==> src/rtl/mem_access_stage_pkg.sv <==
// Shared encodings for the MEM stage: FSM states, load funct3 codes,
// MemRW bit positions, access sizes and fault codes.
package mem_access_stage_pkg;

  typedef enum logic [1:0] {
    MEM_IDLE = 2'd0,
    MEM_BUSY = 2'd1,
    MEM_DONE = 2'd2
  } mem_state_e;

  localparam logic [2:0] LOAD_LB  = 3'b000;
  localparam logic [2:0] LOAD_LH  = 3'b001;
  localparam logic [2:0] LOAD_LW  = 3'b010;
  localparam logic [2:0] LOAD_LBU = 3'b100;
  localparam logic [2:0] LOAD_LHU = 3'b101;

  localparam int MEMRW_LOAD  = 1;
  localparam int MEMRW_STORE = 0;

  localparam logic [1:0] DSIZE_BYTE = 2'b00;
  localparam logic [1:0] DSIZE_HALF = 2'b01;
  localparam logic [1:0] DSIZE_WORD = 2'b10;

  localparam logic [1:0] MEM_FAULT_OK       = 2'b00;
  localparam logic [1:0] MEM_FAULT_MISALIGN = 2'b01;
  localparam logic [1:0] MEM_FAULT_TIMEOUT  = 2'b10;
  localparam logic [1:0] MEM_FAULT_CONFLICT = 2'b11;

  // Faults detectable before any bus activity. Size 2'b11 is checked as a word.
  function automatic logic [1:0] pre_fault(input logic [1:0] rw, input logic [1:0] ds,
                                           input logic [1:0] lo);
    logic [1:0] f;
    f = MEM_FAULT_OK;
    if (rw == 2'b11)
      f = MEM_FAULT_CONFLICT;
    else if (rw != 2'b00 && ((ds == DSIZE_HALF && lo[0]) || (ds[1] && lo != 2'b00)))
      f = MEM_FAULT_MISALIGN;
    return f;
  endfunction

endpackage

==> src/rtl/mem_lane_align.sv <==
// Byte-lane steering: store data shift and byte enables, load extract and extend.
module mem_lane_align
  import mem_access_stage_pkg::*;
(
  input  logic [1:0]  addr_lo_i,
  input  logic [1:0]  dsize_i,
  input  logic [2:0]  funct3_i,
  input  logic [31:0] sdata_i,
  input  logic [31:0] rdata_i,
  output logic [31:0] wdata_o,
  output logic [3:0]  be_o,
  output logic [31:0] load_o
);

  logic [4:0]  sh;
  logic [31:0] rsh;

  assign sh = {addr_lo_i, 3'b000};

  // Lane shift for stores, lane extract plus sign/zero extension for loads.
  always_comb begin
    wdata_o = sdata_i << sh;
    rsh     = rdata_i >> sh;
    case (dsize_i)
      DSIZE_BYTE: be_o = 4'b0001 << addr_lo_i;
      DSIZE_HALF: be_o = 4'b0011 << addr_lo_i;
      default:    be_o = 4'b1111;
    endcase
    case (funct3_i)
      LOAD_LB:  load_o = {{24{rsh[7]}}, rsh[7:0]};
      LOAD_LH:  load_o = {{16{rsh[15]}}, rsh[15:0]};
      LOAD_LW:  load_o = rdata_i;
      LOAD_LBU: load_o = {24'd0, rsh[7:0]};
      LOAD_LHU: load_o = {16'd0, rsh[15:0]};
      default:  load_o = rdata_i;
    endcase
  end

endmodule

==> src/rtl/mem_access_stage.sv <==
// MEM stage: data-bus req/ack sequencing with timeout, and the MEM/WB registers.
module mem_access_stage
  import mem_access_stage_pkg::*;
#(
  parameter int TIMEOUT_CYCLES = 255
) (
  input  logic        clk,
  input  logic        rst,
  input  logic        keep,
  input  logic        nop,
  input  logic [31:0] ALU_co_pype,
  input  logic [31:0] read_data2_pype2,
  input  logic [31:0] PCp4_pype2,
  input  logic [4:0]  WReg_pype2,
  input  logic [2:0]  writeback_control_pype2,
  input  logic [1:0]  MemRW_pype2,
  input  logic [1:0]  dsize_pype2,
  input  logic [2:0]  funct3_pype2,
  output logic        dmem_req,
  output logic        dmem_we,
  output logic [31:0] dmem_addr,
  output logic [31:0] dmem_wdata,
  output logic [3:0]  dmem_be,
  input  logic        dmem_ack,
  input  logic [31:0] dmem_rdata,
  output logic        mem_stall,
  output logic [31:0] load_data_pype3,
  output logic [31:0] ALU_co_pype3,
  output logic [31:0] PCp4_pype3,
  output logic [4:0]  WReg_pype3,
  output logic [2:0]  writeback_control_pype3,
  output logic [1:0]  mem_fault_pype3
);

  localparam logic [7:0] TO_LAST = 8'(TIMEOUT_CYCLES - 1);

  mem_state_e  state_q;
  logic [7:0]  cnt_q;
  logic        req_q, we_q;
  logic [31:0] addr_q, wdata_q;
  logic [3:0]  be_q;
  logic [31:0] done_load_q;
  logic [1:0]  done_fault_q;

  logic [31:0] al_wdata, al_load, load_val;
  logic [3:0]  al_be;
  logic [1:0]  fault_pre;
  logic        access, timeout, complete;
  logic        cap_vld;
  logic [31:0] cap_load;
  logic [1:0]  cap_fault;

  mem_lane_align u_align (
    .addr_lo_i (ALU_co_pype[1:0]),
    .dsize_i   (dsize_pype2),
    .funct3_i  (funct3_pype2),
    .sdata_i   (read_data2_pype2),
    .rdata_i   (dmem_rdata),
    .wdata_o   (al_wdata),
    .be_o      (al_be),
    .load_o    (al_load)
  );

  assign fault_pre = pre_fault(MemRW_pype2, dsize_pype2, ALU_co_pype[1:0]);
  assign access    = (|MemRW_pype2) && (fault_pre == MEM_FAULT_OK);
  // The TIMEOUT_CYCLES-th BUSY cycle without ack completes the access as a fault.
  assign timeout   = (state_q == MEM_BUSY) && !dmem_ack && (cnt_q == TO_LAST);
  assign complete  = (state_q == MEM_BUSY) && (dmem_ack || timeout);
  assign load_val  = MemRW_pype2[MEMRW_LOAD] ? al_load : 32'd0;

  // Stall is forced low under reset so every output reads 0 then.
  assign mem_stall = rst && (((state_q == MEM_IDLE) && access) ||
                             ((state_q == MEM_BUSY) && !complete));

  assign dmem_req   = req_q;
  assign dmem_we    = we_q;
  assign dmem_addr  = addr_q;
  assign dmem_wdata = wdata_q;
  assign dmem_be    = be_q;

  // What MEM/WB would take this cycle; cap_vld=0 means the stage is stalled (bubble).
  always_comb begin
    cap_vld   = 1'b0;
    cap_load  = 32'd0;
    cap_fault = MEM_FAULT_OK;
    case (state_q)
      MEM_IDLE: if (!access) begin
        cap_vld   = 1'b1;
        cap_fault = fault_pre;
      end
      MEM_BUSY: if (complete) begin
        cap_vld   = 1'b1;
        cap_load  = timeout ? 32'd0 : load_val;
        cap_fault = timeout ? MEM_FAULT_TIMEOUT : MEM_FAULT_OK;
      end
      MEM_DONE: begin
        cap_vld   = 1'b1;
        cap_load  = done_load_q;
        cap_fault = done_fault_q;
      end
      default: ;
    endcase
  end

  // Bus FSM: issue, hold until ack/timeout, park the result in DONE while keep is high.
  always_ff @(posedge clk or negedge rst) begin
    if (!rst) begin
      state_q      <= MEM_IDLE;
      cnt_q        <= 8'd0;
      req_q        <= 1'b0;
      we_q         <= 1'b0;
      addr_q       <= 32'd0;
      wdata_q      <= 32'd0;
      be_q         <= 4'd0;
      done_load_q  <= 32'd0;
      done_fault_q <= MEM_FAULT_OK;
    end else begin
      case (state_q)
        MEM_IDLE: if (access && !keep) begin
          state_q <= MEM_BUSY;
          req_q   <= 1'b1;
          we_q    <= MemRW_pype2[MEMRW_STORE];
          addr_q  <= {ALU_co_pype[31:2], 2'b00};
          wdata_q <= al_wdata;
          be_q    <= al_be;
          cnt_q   <= 8'd0;
        end
        MEM_BUSY: if (complete) begin
          req_q <= 1'b0;
          if (keep) begin
            state_q      <= MEM_DONE;
            done_load_q  <= cap_load;
            done_fault_q <= cap_fault;
          end else begin
            state_q <= MEM_IDLE;
          end
        end else begin
          cnt_q <= cnt_q + 8'd1;
        end
        MEM_DONE: if (!keep) state_q <= MEM_IDLE;
        default: state_q <= MEM_IDLE;
      endcase
    end
  end

  // MEM/WB: keep holds, nop or a stall inserts a bubble, otherwise capture.
  always_ff @(posedge clk or negedge rst) begin
    if (!rst) begin
      load_data_pype3         <= 32'd0;
      ALU_co_pype3            <= 32'd0;
      PCp4_pype3              <= 32'd0;
      WReg_pype3              <= 5'd0;
      writeback_control_pype3 <= 3'd0;
      mem_fault_pype3         <= MEM_FAULT_OK;
    end else if (keep) begin
      // hold
    end else if (nop || !cap_vld) begin
      WReg_pype3              <= 5'd0;
      writeback_control_pype3 <= 3'd0;
      mem_fault_pype3         <= MEM_FAULT_OK;
    end else begin
      load_data_pype3         <= cap_load;
      ALU_co_pype3            <= ALU_co_pype;
      PCp4_pype3              <= PCp4_pype2;
      WReg_pype3              <= (cap_fault == MEM_FAULT_OK) ? WReg_pype2 : 5'd0;
      writeback_control_pype3 <= (cap_fault == MEM_FAULT_OK) ? writeback_control_pype2 : 3'd0;
      mem_fault_pype3         <= cap_fault;
    end
  end

endmodule

==> config.mk <==
export PLATFORM = sky130hd
export DESIGN_NAME = mem_access_stage
export DESIGN_NICKNAME = d
export VERILOG_FILES = /design/src/rtl/mem_access_stage_pkg.sv /design/src/rtl/mem_lane_align.sv /design/src/rtl/mem_access_stage.sv
export SDC_FILE = /design/constraint.sdc
export NUM_CORES = 1
export LEC_CHECK = 0
export ABC_CLOCK_PERIOD_IN_PS = 6900
export CAP_MARGIN = 20
export CORE_UTILIZATION = 40
export CTS_CLUSTER_DIAMETER = 60
export DETAILED_ROUTE_END_ITERATION = 12
export GPL_TIMING_DRIVEN = 1
export PLACE_DENSITY = 0.72
export SETUP_SLACK_MARGIN = 0.3
export SYNTH_ARGS = -nofsm -noshare
export SYNTH_HDL_FRONTEND = slang
export SYNTH_SLANG_ARGS = --single-unit
==> constraint.sdc <==
create_clock -name clk -period 6.9 [get_ports clk]
set_clock_uncertainty 0.1 [all_clocks]
set_input_delay 0.69 -clock clk [delete_from_list [all_inputs] [get_ports clk]]
set_output_delay 0.69 -clock clk [all_outputs]
set_load 0.005 [all_outputs]
==> results of run 1 <==
synthesized netlist by cell type (all sizes together), types with 2 or more instances:
cell | number | share of area [%]
a211oi | 11 | 0.82
a2bb2oi | 8 | 0.70
and2 | 5 | 0.31
nand2 | 96 | 3.6
and4 | 3 | 0.26
o311ai | 2 | 0.17
ha | 6 | 0.75
o221a | 7 | 0.78
or2 | 3 | 0.19
o21ai | 67 | 3.4
and3 | 8 | 0.50
a22oi | 7 | 0.52
mux2i | 30 | 3.0
or3 | 5 | 0.31
nor2b | 11 | 0.68
o31ai | 11 | 0.82
a22o | 26 | 2.3
dfrtp | 218 | 54
buf | 43 | 2.7
o2bb2ai | 8 | 0.70
nor3 | 3 | 0.15
nand4b | 3 | 0.26
a32o | 2 | 0.20
nor2 | 46 | 1.7
clkbuf | 25 | 0.93
nand4 | 4 | 0.31
o211ai | 2 | 0.15
nand3 | 4 | 0.20
a21boi | 2 | 0.19
a21oi | 76 | 3.8
inv | 9 | 0.34
mux2 | 107 | 14
nand2b | 4 | 0.25
through the flow:
step | std cells | worst slack (ns) | hold slack [ns]
floorplan | 872 | 4.649 | 0.2944
global placement | 1457 | 3.327 | 0.3610
detailed placement | 1457 | 3.283 | 0.3648
CTS | 1505 | 3.265 | 0.1036
global route | 1510 | 3.131 | 0.1204
finish | 1511 | 3.257 | 0.08005
final cells by class:
class	instances	share of cell area, %
Antenna cell	4	0.06946
Clock buffer	35	5.175
Clock inverter	13	1.311
Inverter	9	0.2344
Multi-Input combinational cell	577	29.43
Sequential cell	218	37.85
Tap cell	324	2.813
Timing Repair Buffer	331	23.11
metal layers:
metal  wire length [um]  global-route usage [%]  vias up
met1              12140                   29.47     3845
met3               1746                   4.881       73
met4               1233                   9.949        0
met5                  0                       0        -
li1                   -                       -     3698
met2              13990                   35.40      249
final timing paths:
kind,from,endpoint,slack (ns),cells past startpoint
worst max-delay path,state_q[1],mem_stall,3.26,7
worst min-delay path,rst,dmem_wdata[1],0.08,1
worst max register to register,state_q[1],PCp4_pype3[31],3.32,7
worst min register to register,dmem_wdata[15],dmem_wdata[15],0.37,2
max in group asynchronous,rst,PCp4_pype3[25],5.28,2
min in group clk,dmem_wdata[15],dmem_wdata[15],0.37,2
sequential cells by signal (all words and copies together), names as in the netlist, 2 cells and up:
signal / cells
cnt_q: 8
done_load_q: 32
dmem_be: 4
done_fault_q: 2
dmem_wdata: 32
PCp4_pype3: 32
load_data_pype3: 32
mem_fault_pype3: 2
writeback_control_pype3: 3
dmem_addr: 30
state_q: 2
ALU_co_pype3: 32
WReg_pype3: 5
power breakdown:
group | internal, mW | switching, mW | total [mW]
Combinational | 1.40 | 0.803 | 2.20
Sequential | 1.80 | 0.299 | 2.10
Clock | 0.914 | 0.558 | 1.47
Total | 4.11 | 1.66 | 5.77
logic make-up (layout without fill, tap and decap cells):
logic type / after synthesis / count (layout) / synth area share [%]
xor+xnor: 1 / 1 / 0.1615
fa+ha+maj: 6 / 6 / 0.7450
compound gates: 234 / 234 / 14.99
other cells: 1 / 6 / 0.03722
simple gates: 196 / 196 / 8.804
flops: 218 / 218 / 54.14
mux: 138 / 138 / 17.17
buf+inv: 77 / 388 / 3.949
critical path: cells and delay by family (launching register included):
kind,cells,cell delay (ns)
flops,1,0.42
fa+ha+maj,1,0.56
compound gates,2,0.36
simple gates,2,0.39
buf+inv,2,0.60
==> results.toml, run 1 <==
[clock_network]
cts.sink_count = 218
cts_hold_buf = 0
cts_tree = "built"
path_clk_slew_ns = 0.06
cts_root_buf = "clkbuf_16"
cts_made_buffers = 27
htree_levels = 1
clk_latency_ns = 0.52
cts_max_path_buffers = 3
cts_resized = 0
post-cts-setup-buffer-count = 0

[sta]
period_needed_ns = 3.643
tns_ns = 0
slew_headroom_pct = 29.39
hold_violations = 0
slew_violations = 0
rsz0062_at_grt = "false"
fin_crit_sh_pct = 52.80
setup_viol = 0
fmax_ghz = 0.2745
tightest_slew_ns = 1.059

[power_and_ir_drop]
ir_drop_v = 0.0002789
fin_total_pwr_mw = 5.774
powerDensity_nw_per_um2 = 400.7
p_leak_nw = 6.058

[route]
wl_per_cell_um = 19.27
wl_um = 29110
viasPerCell = 5.205
drt_iter0_drc = 423
firstDrtPassIters = 4
dr_total_vias = 7865
drc = 0
ant_nets = 0

[floorplan]
core_area_um2 = 24530
die_y_um = 160.7
die_area_um2 = 25830
initial_core_util_pct = 41.07
ios = 325
die_w_um = 160.7
fp-row-count = 57

[global_route]
grt_pass1_vias = 7919
grt_antenna_before_repair = 4
grt_max_degree = 116
grt_usage_pct = 22.36
grt_pass1_wl_um = 45500
grt_overflow = 0

[cells_and_area]
final_cell_mix = "clkdlybuf4s50_1 (319), dfrtp_1 (218), nand2_1 (95), a21oi_1 (74), o21ai_0 (65)"
nets = 1318
mostFrequentLayoutCell = "clkdlybuf4s50_1"
multi_input_area_um2 = 4242
seqCellArea_um2 = 5455
area_growth_pct = 43.03
final_util_pct = 58.74
nFillCells = 2076
design_area_um2 = 14410
drive_above_1_share_pct = 15.55

[synth]
yosysSeqAreaShare_pct = 54.14
ys_warn_count = 0
synth_area_um2 = 10080
synth_edf_count = 0
syn_area_per_cell_um2 = 11.57
ys_async_sr_fraction_pct = 100.0
synth_cell_type_count = 54
ys.flop_type = "dfrtp_1"
synthCells = 871
ys_ff_latch = 218

[worst_setup_path]
crit_slowest_cell = "ha_1"
cp.arrival_ns = 2.85
cp_cell_sequence = "inv_1, ha_1, nor2b_1, o21ai_0, o21ai_0, and2_1, clkdlybuf4s50_1"
criticalPathCategory = "register to output pin"
end_kind = "output pin"
required_ns = 6.11
cp_max_fo = 19
cpMostUsedCell = "o21ai_0"
cpPeakStageDelay_ns = 0.56
start_kind = "register"

[placed_design]
dp.final_hpwl_um = 20170
io_buffers = 322
placed_area_um2 = 13420
place_congestion = 0.8711

[outcome]
status = "finished, final reports clean"

[flow_run]
drv_cap = 0

[worst_hold_path]
hp-class = "input pin to asynchronous set/reset pin"
Power figures use the tool's default switching activity.
==> inputs of run 2 (changes only) <==
--- a/config.mk
+++ b/config.mk
@@ -5,13 +5,13 @@
 export SDC_FILE = /design/constraint.sdc
 export NUM_CORES = 1
 export LEC_CHECK = 0
-export ABC_CLOCK_PERIOD_IN_PS = 6900
+export ABC_CLOCK_PERIOD_IN_PS = 3150
 export CAP_MARGIN = 20
 export CORE_UTILIZATION = 40
 export CTS_CLUSTER_DIAMETER = 60
 export DETAILED_ROUTE_END_ITERATION = 12
 export GPL_TIMING_DRIVEN = 1
-export PLACE_DENSITY = 0.72
+export PLACE_DENSITY = 0.75
 export SETUP_SLACK_MARGIN = 0.3
 export SYNTH_ARGS = -nofsm -noshare
 export SYNTH_HDL_FRONTEND = slang
==> constraint.sdc (replaced) <==
create_clock -name clk -period 3.15 [get_ports clk]
set_clock_uncertainty 0.1 [all_clocks]
set_input_delay 0.315 -clock clk [delete_from_list [all_inputs] [get_ports clk]]
set_output_delay 0.315 -clock clk [all_outputs]
set_load 0.005 [all_outputs]
==> results.toml, run 2 (synthesized netlist as in run 1, its figures left out) <==
[power_and_ir_drop]
powerDensity_nw_per_um2 = 859.6
p_leak_nw = 6.106
ir_drop_v = 0.0006813

[worst_setup_path]
required_ns = 3.45
start_kind = "register"
r2r_cells = 9
r2r-end = "PCp4_pype3[31]"
cp_max_fo = 67
rrSetupSlack_ns = 0.51
cp_cell_sequence = "inv_2, ha_2, buf_6, buf_4, nand2_1, o21ai_2, o31a_2, buf_12, mux2_2"
cp.arrival_ns = 2.93
crit_slowest_cell = "dfrtp_1"
worstReg2RegStart = "state_q[1]"
end_kind = "register"
cpPeakStageDelay_ns = 0.42
criticalPathCategory = "register to register"

[worst_hold_path]
hold_depth = 2
min_to = "PCp4_pype3[0]"
hp-class = "input pin to register"
min_from = "PCp4_pype2[0]"

[floorplan]
fp-row-count = 57
initial_core_util_pct = 41.07
core_area_um2 = 24530
die_w_um = 160.7
ios = 325
die_y_um = 160.7
die_area_um2 = 25830

[global_route]
grtUsageMet2_pct = 36.74
busiest_layer = "met2"
grt_overflow = 0
use_met3_pct = 4.597
grt_pass1_wl_um = 44990
grt_pass1_vias = 7967
grtUsageMet1_pct = 28.79
grt_usage_pct = 22.13
grt_max_degree = 152
grt_antenna_before_repair = 6

[cells_and_area]
mostFrequentLayoutCell = "clkdlybuf4s50_1"
final_cells = 1522
seqCellArea_um2 = 5455
drive_above_1_share_pct = 16.60
nFillCells = 2071
multi_input_area_um2 = 4263
design_area_um2 = 14460
nets = 1329
area_growth_pct = 43.52
final_cell_mix = "clkdlybuf4s50_1 (318), dfrtp_1 (218), nand2_1 (95), a21oi_1 (74), o21ai_0 (64)"

[sta]
fin_crit_sh_pct = 83.73
tns_ns = 0
period_needed_ns = 2.638
tightest_slew_ns = 0.8703
setup_viol = 0
hold_violations = 0
slew_headroom_pct = 41.98
rsz0062_at_grt = "false"
fmax_ghz = 0.3791
slew_violations = 0
fin_hold_ws_ns = 0.3068

[flow_run]
drv_cap = 0

[outcome]
status = "finished, final reports clean"

[route]
viasPerCell = 5.226
firstDrtPassIters = 6
drc = 0
ant_nets = 0
dr_total_vias = 7954
wl_um = 28800
drt_iter0_drc = 523
wl_per_cell_um = 18.92

[clock_network]
clk_latency_ns = 0.51
htree_levels = 1
cts_root_buf = "clkbuf_16"
cts.sink_count = 218
path_clk_slew_ns = 0.06
cts_tree = "built"
cts_max_path_buffers = 3
cts_made_buffers = 26

[placed_design]
dp.final_hpwl_um = 20630
place_congestion = 0.8856
io_buffers = 322
placed_cells = 1469
placed_area_um2 = 13550
==> run 2: cell count changes in the layout (fill, tap and decap cells not counted), moves of 2 or more <==
| cell | before | now |
|---|---|---|
| bufinv_16 | 4 | 1 |
| ha_1 | 6 | 4 |
| buf_4 | 6 | 15 |
| clkinv_2 | 2 | 4 |
| buf_12 | 2 | 4 |
| clkbuf_8 | 4 | 6 |
==> run 2: area by class of cell <==
class                      count  area share (%)
timing repair buffer         343           23.75
clock buffer                  37           5.347
inverter                       9          0.2336
antenna                        5         0.08652
clock inverter                 9          0.5797
sequential                   218           37.72
multi-input combinational    577           29.48
tap                          324           2.803
==> run 2: how the worst max path moves through the flow <==
stage	from	endpoint	slack, ns	cells after the start
2_1_floorplan	state_q[1]	ALU_co_pype3[0]	0.98	9
3_3_place_gp	MemRW_pype2[1]	PCp4_pype3[31]	0.51	6
3_5_place_dp	MemRW_pype2[1]	PCp4_pype3[31]	0.46	6
4_1_cts	state_q[1]	mem_stall	0.35	8
5_1_grt	state_q[1]	PCp4_pype3[31]	0.40	9
6_report	state_q[1]	PCp4_pype3[31]	0.51	9
==> run 2: critical path, delay by kind of cell (launching register included) <==
| kind | cells | cell delay (ns) |
|---|---|---|
| adders and majority gates | 1 | 0.20 |
| DFF | 1 | 0.42 |
| AOI/OAI and AO/OA | 2 | 0.47 |
| and+or+nand+nor | 1 | 0.11 |
| buffers and inverters | 4 | 0.75 |
| muxes | 1 | 0.39 |
==> run 2: what timing repair did <==
action,4_1_cts,5_1_grt
buffers inserted,1,0
resized for setup,3,6
hold endpoints to repair,218,0
hold buffers,1,0
pin swaps,0,1
setup endpoints to repair,1,1
==> run 2: where the power goes <==
group	switching [mW]	internal, mW
logic	1.77	3.11
clock network	1.16	1.79
registers	0.648	3.95
==> run 2: per-stage QoR <==
| step | total power, mW | utilization, % | setup WS, ns |
|---|---|---|---|
| floorplan | 6.504 | - | 0.9833 |
| global placement | 9.361 | 55.22 | 0.5137 |
| detailed placement | 9.511 | 55.22 | 0.4641 |
| CTS | 12.56 | 58.81 | 0.3459 |
| global route | 13.10 | 58.95 | 0.4015 |
| finish | 12.43 | 58.95 | 0.5125 |
==> run 2: layer usage <==
layer | up-vias | wire, um
met5 | - | 12
met4 | 2 | 738
li1 | 3732 | -
met1 | 3898 | 11930
met2 | 281 | 14250
met3 | 41 | 1866
==> inputs of run 3 (changes only) <==
--- a/config.mk
+++ b/config.mk
@@ -5,13 +5,13 @@
 export SDC_FILE = /design/constraint.sdc
 export NUM_CORES = 1
 export LEC_CHECK = 0
-export ABC_CLOCK_PERIOD_IN_PS = 3150
+export ABC_CLOCK_PERIOD_IN_PS = 2650
 export CAP_MARGIN = 20
 export CORE_UTILIZATION = 40
 export CTS_CLUSTER_DIAMETER = 60
 export DETAILED_ROUTE_END_ITERATION = 12
 export GPL_TIMING_DRIVEN = 1
-export PLACE_DENSITY = 0.75
+export PLACE_DENSITY = 0.72
 export SETUP_SLACK_MARGIN = 0.3
 export SYNTH_ARGS = -nofsm -noshare
 export SYNTH_HDL_FRONTEND = slang
==> constraint.sdc (replaced) <==
create_clock -name clk -period 2.65 [get_ports clk]
set_clock_uncertainty 0.1 [all_clocks]
set_input_delay 0.265 -clock clk [delete_from_list [all_inputs] [get_ports clk]]
set_output_delay 0.265 -clock clk [all_outputs]
set_load 0.005 [all_outputs]
==> results.toml, run 3 (synthesized netlist as in run 1, its figures left out) <==
[route]
wl_met2_um = 14450
top_layer_used = "met4"
wl_per_cell_um = 19.31
drt_iter0_drc = 611
dr_total_vias = 8117
viasPerCell = 5.250
drc = 0
wl_um = 29860
firstDrtPassIters = 5
wl_met3_um = 1783
drt-met1-wl_um = 12600
ant_nets = 0

[worst_setup_path]
criticalPathCategory = "register to register"
cp.arrival_ns = 2.57
cp_max_fo = 35
required_ns = 2.95
end_kind = "register"
start_kind = "register"

[placed_design]
dp.final_hpwl_um = 21030
place_congestion = 0.8717
io_buffers = 322
post-place-ws_ns = 0.09848
placed_area_um2 = 13630

[cells_and_area]
final_cell_mix = "clkdlybuf4s50_1 (318), dfrtp_1 (218), nand2_1 (95), a21oi_1 (74), o21ai_0 (63)"
mostFrequentLayoutCell = "clkdlybuf4s50_1"
nets = 1349
area_growth_pct = 46.14
design_area_um2 = 14730
drive_above_1_share_pct = 18.50
multi_input_area_um2 = 4308
nFillCells = 2048
seqCellArea_um2 = 5455

[sta]
hold_violations = 0
fmax_ghz = 0.4388
setup_viol = 0
period_needed_ns = 2.279
rsz0062_at_grt = "false"
fin_crit_sh_pct = 86.01
slew_violations = 0
worst_slack_ns = 0.3708
fin_hold_ws_ns = 0.08541
tightest_slew_ns = 0.6590
tns_ns = 0
slew_headroom_pct = 56.07

[clock_network]
cts_made_buffers = 27
cts_max_path_buffers = 3
clk_latency_ns = 0.53
cts.sink_count = 218
path_clk_slew_ns = 0.06
htree_levels = 1
cts_tree = "built"
cts_root_buf = "clkbuf_16"

[floorplan]
fp-row-count = 57
die_area_um2 = 25830
ios = 325
die_y_um = 160.7
core_area_um2 = 24530
initial_core_util_pct = 41.07
die_w_um = 160.7

[power_and_ir_drop]
ir_drop_v = 0.0006124
p_leak_nw = 6.224
powerDensity_nw_per_um2 = 1023
fin_total_pwr_mw = 15.06

[global_route]
grt_pass1_vias = 8207
grt_max_degree = 120
grt_pass1_wl_um = 46390
grt_antenna_before_repair = 6
grt_overflow = 0
grt_usage_pct = 22.78

[flow_run]
drv_cap = 0

[worst_hold_path]
hp-class = "input pin to asynchronous set/reset pin"

[outcome]
status = "finished, final reports clean"
## run 3: through the flow
stage / util (%) / instances
after CTS: 59.54 / 1535
after global placement: 55.57 / 1479
after floorplan: - / 872
final: 60.02 / 1546
after detailed placement: 55.57 / 1479
after global routing: 60.01 / 1545
## run 3: final cells by class
type / count / area share (%)
clock inverters: 15 / 0.9941
well taps: 324 / 2.753
clock buffers: 35 / 4.996
repair buffers: 362 / 24.62
diodes: 6 / 0.1020
multi-input cells: 577 / 29.25
flip-flops and latches: 218 / 37.05
inverters: 9 / 0.2294
## run 3: worst max-delay path, cell delays in order, from the launching register on
cell	delay [ns]
dfrtp_1	0.44
ha_4	0.19
buf_4	0.15
nand4_1	0.11
o21ai_2	0.08
o31a_4	0.38
buf_4	0.16
clkbuf_16	0.21
mux2_4	0.31
## run 3: final timing paths
| path | slack, ns | startpoint | depth (start not counted) | to |
|---|---|---|---|---|
| worst min-delay path | 0.09 | rst | 2 | dmem_wdata[0] |
| max in group asynchronous | 1.39 | rst | 3 | dmem_addr[20] |
| worst max-delay path | 0.37 | state_q[0] | 8 | ALU_co_pype3[10] |
| worst min register to register | 0.38 | dmem_wdata[12] | 2 | dmem_wdata[12] |
| min in group clk | 0.25 | PCp4_pype2[0] | 2 | PCp4_pype3[0] |
| worst max register to register | 0.37 | state_q[0] | 8 | ALU_co_pype3[10] |
## run 3: report_power, final
part | total (mW) | leakage [nW] | internal [mW] | switching (mW)
registers | 5.49 | 2.72 | 4.70 | 0.794
clock network | 3.62 | 0.431 | 2.16 | 1.46
logic | 5.95 | 3.08 | 3.79 | 2.16
## run 3: per-layer routing
metal  track usage [%]  vias up
met5                 0        -
met2             37.11      263
met1             30.14     4033
met4             9.177        0
li1                  -     3765
met3             4.003       56
## run 3: timing repair
| item | in CTS | in global routing |
|---|---|---|
| resized for setup | 13 | 7 |
| hold buffers | 1 | 0 |
| hold endpoints to repair | 99 | 0 |
| buffers inserted | 5 | 3 |
| endpoints found under the setup margin | 25 | 57 |
| gates cloned | 0 | 2 |
| pin swaps | 2 | 1 |
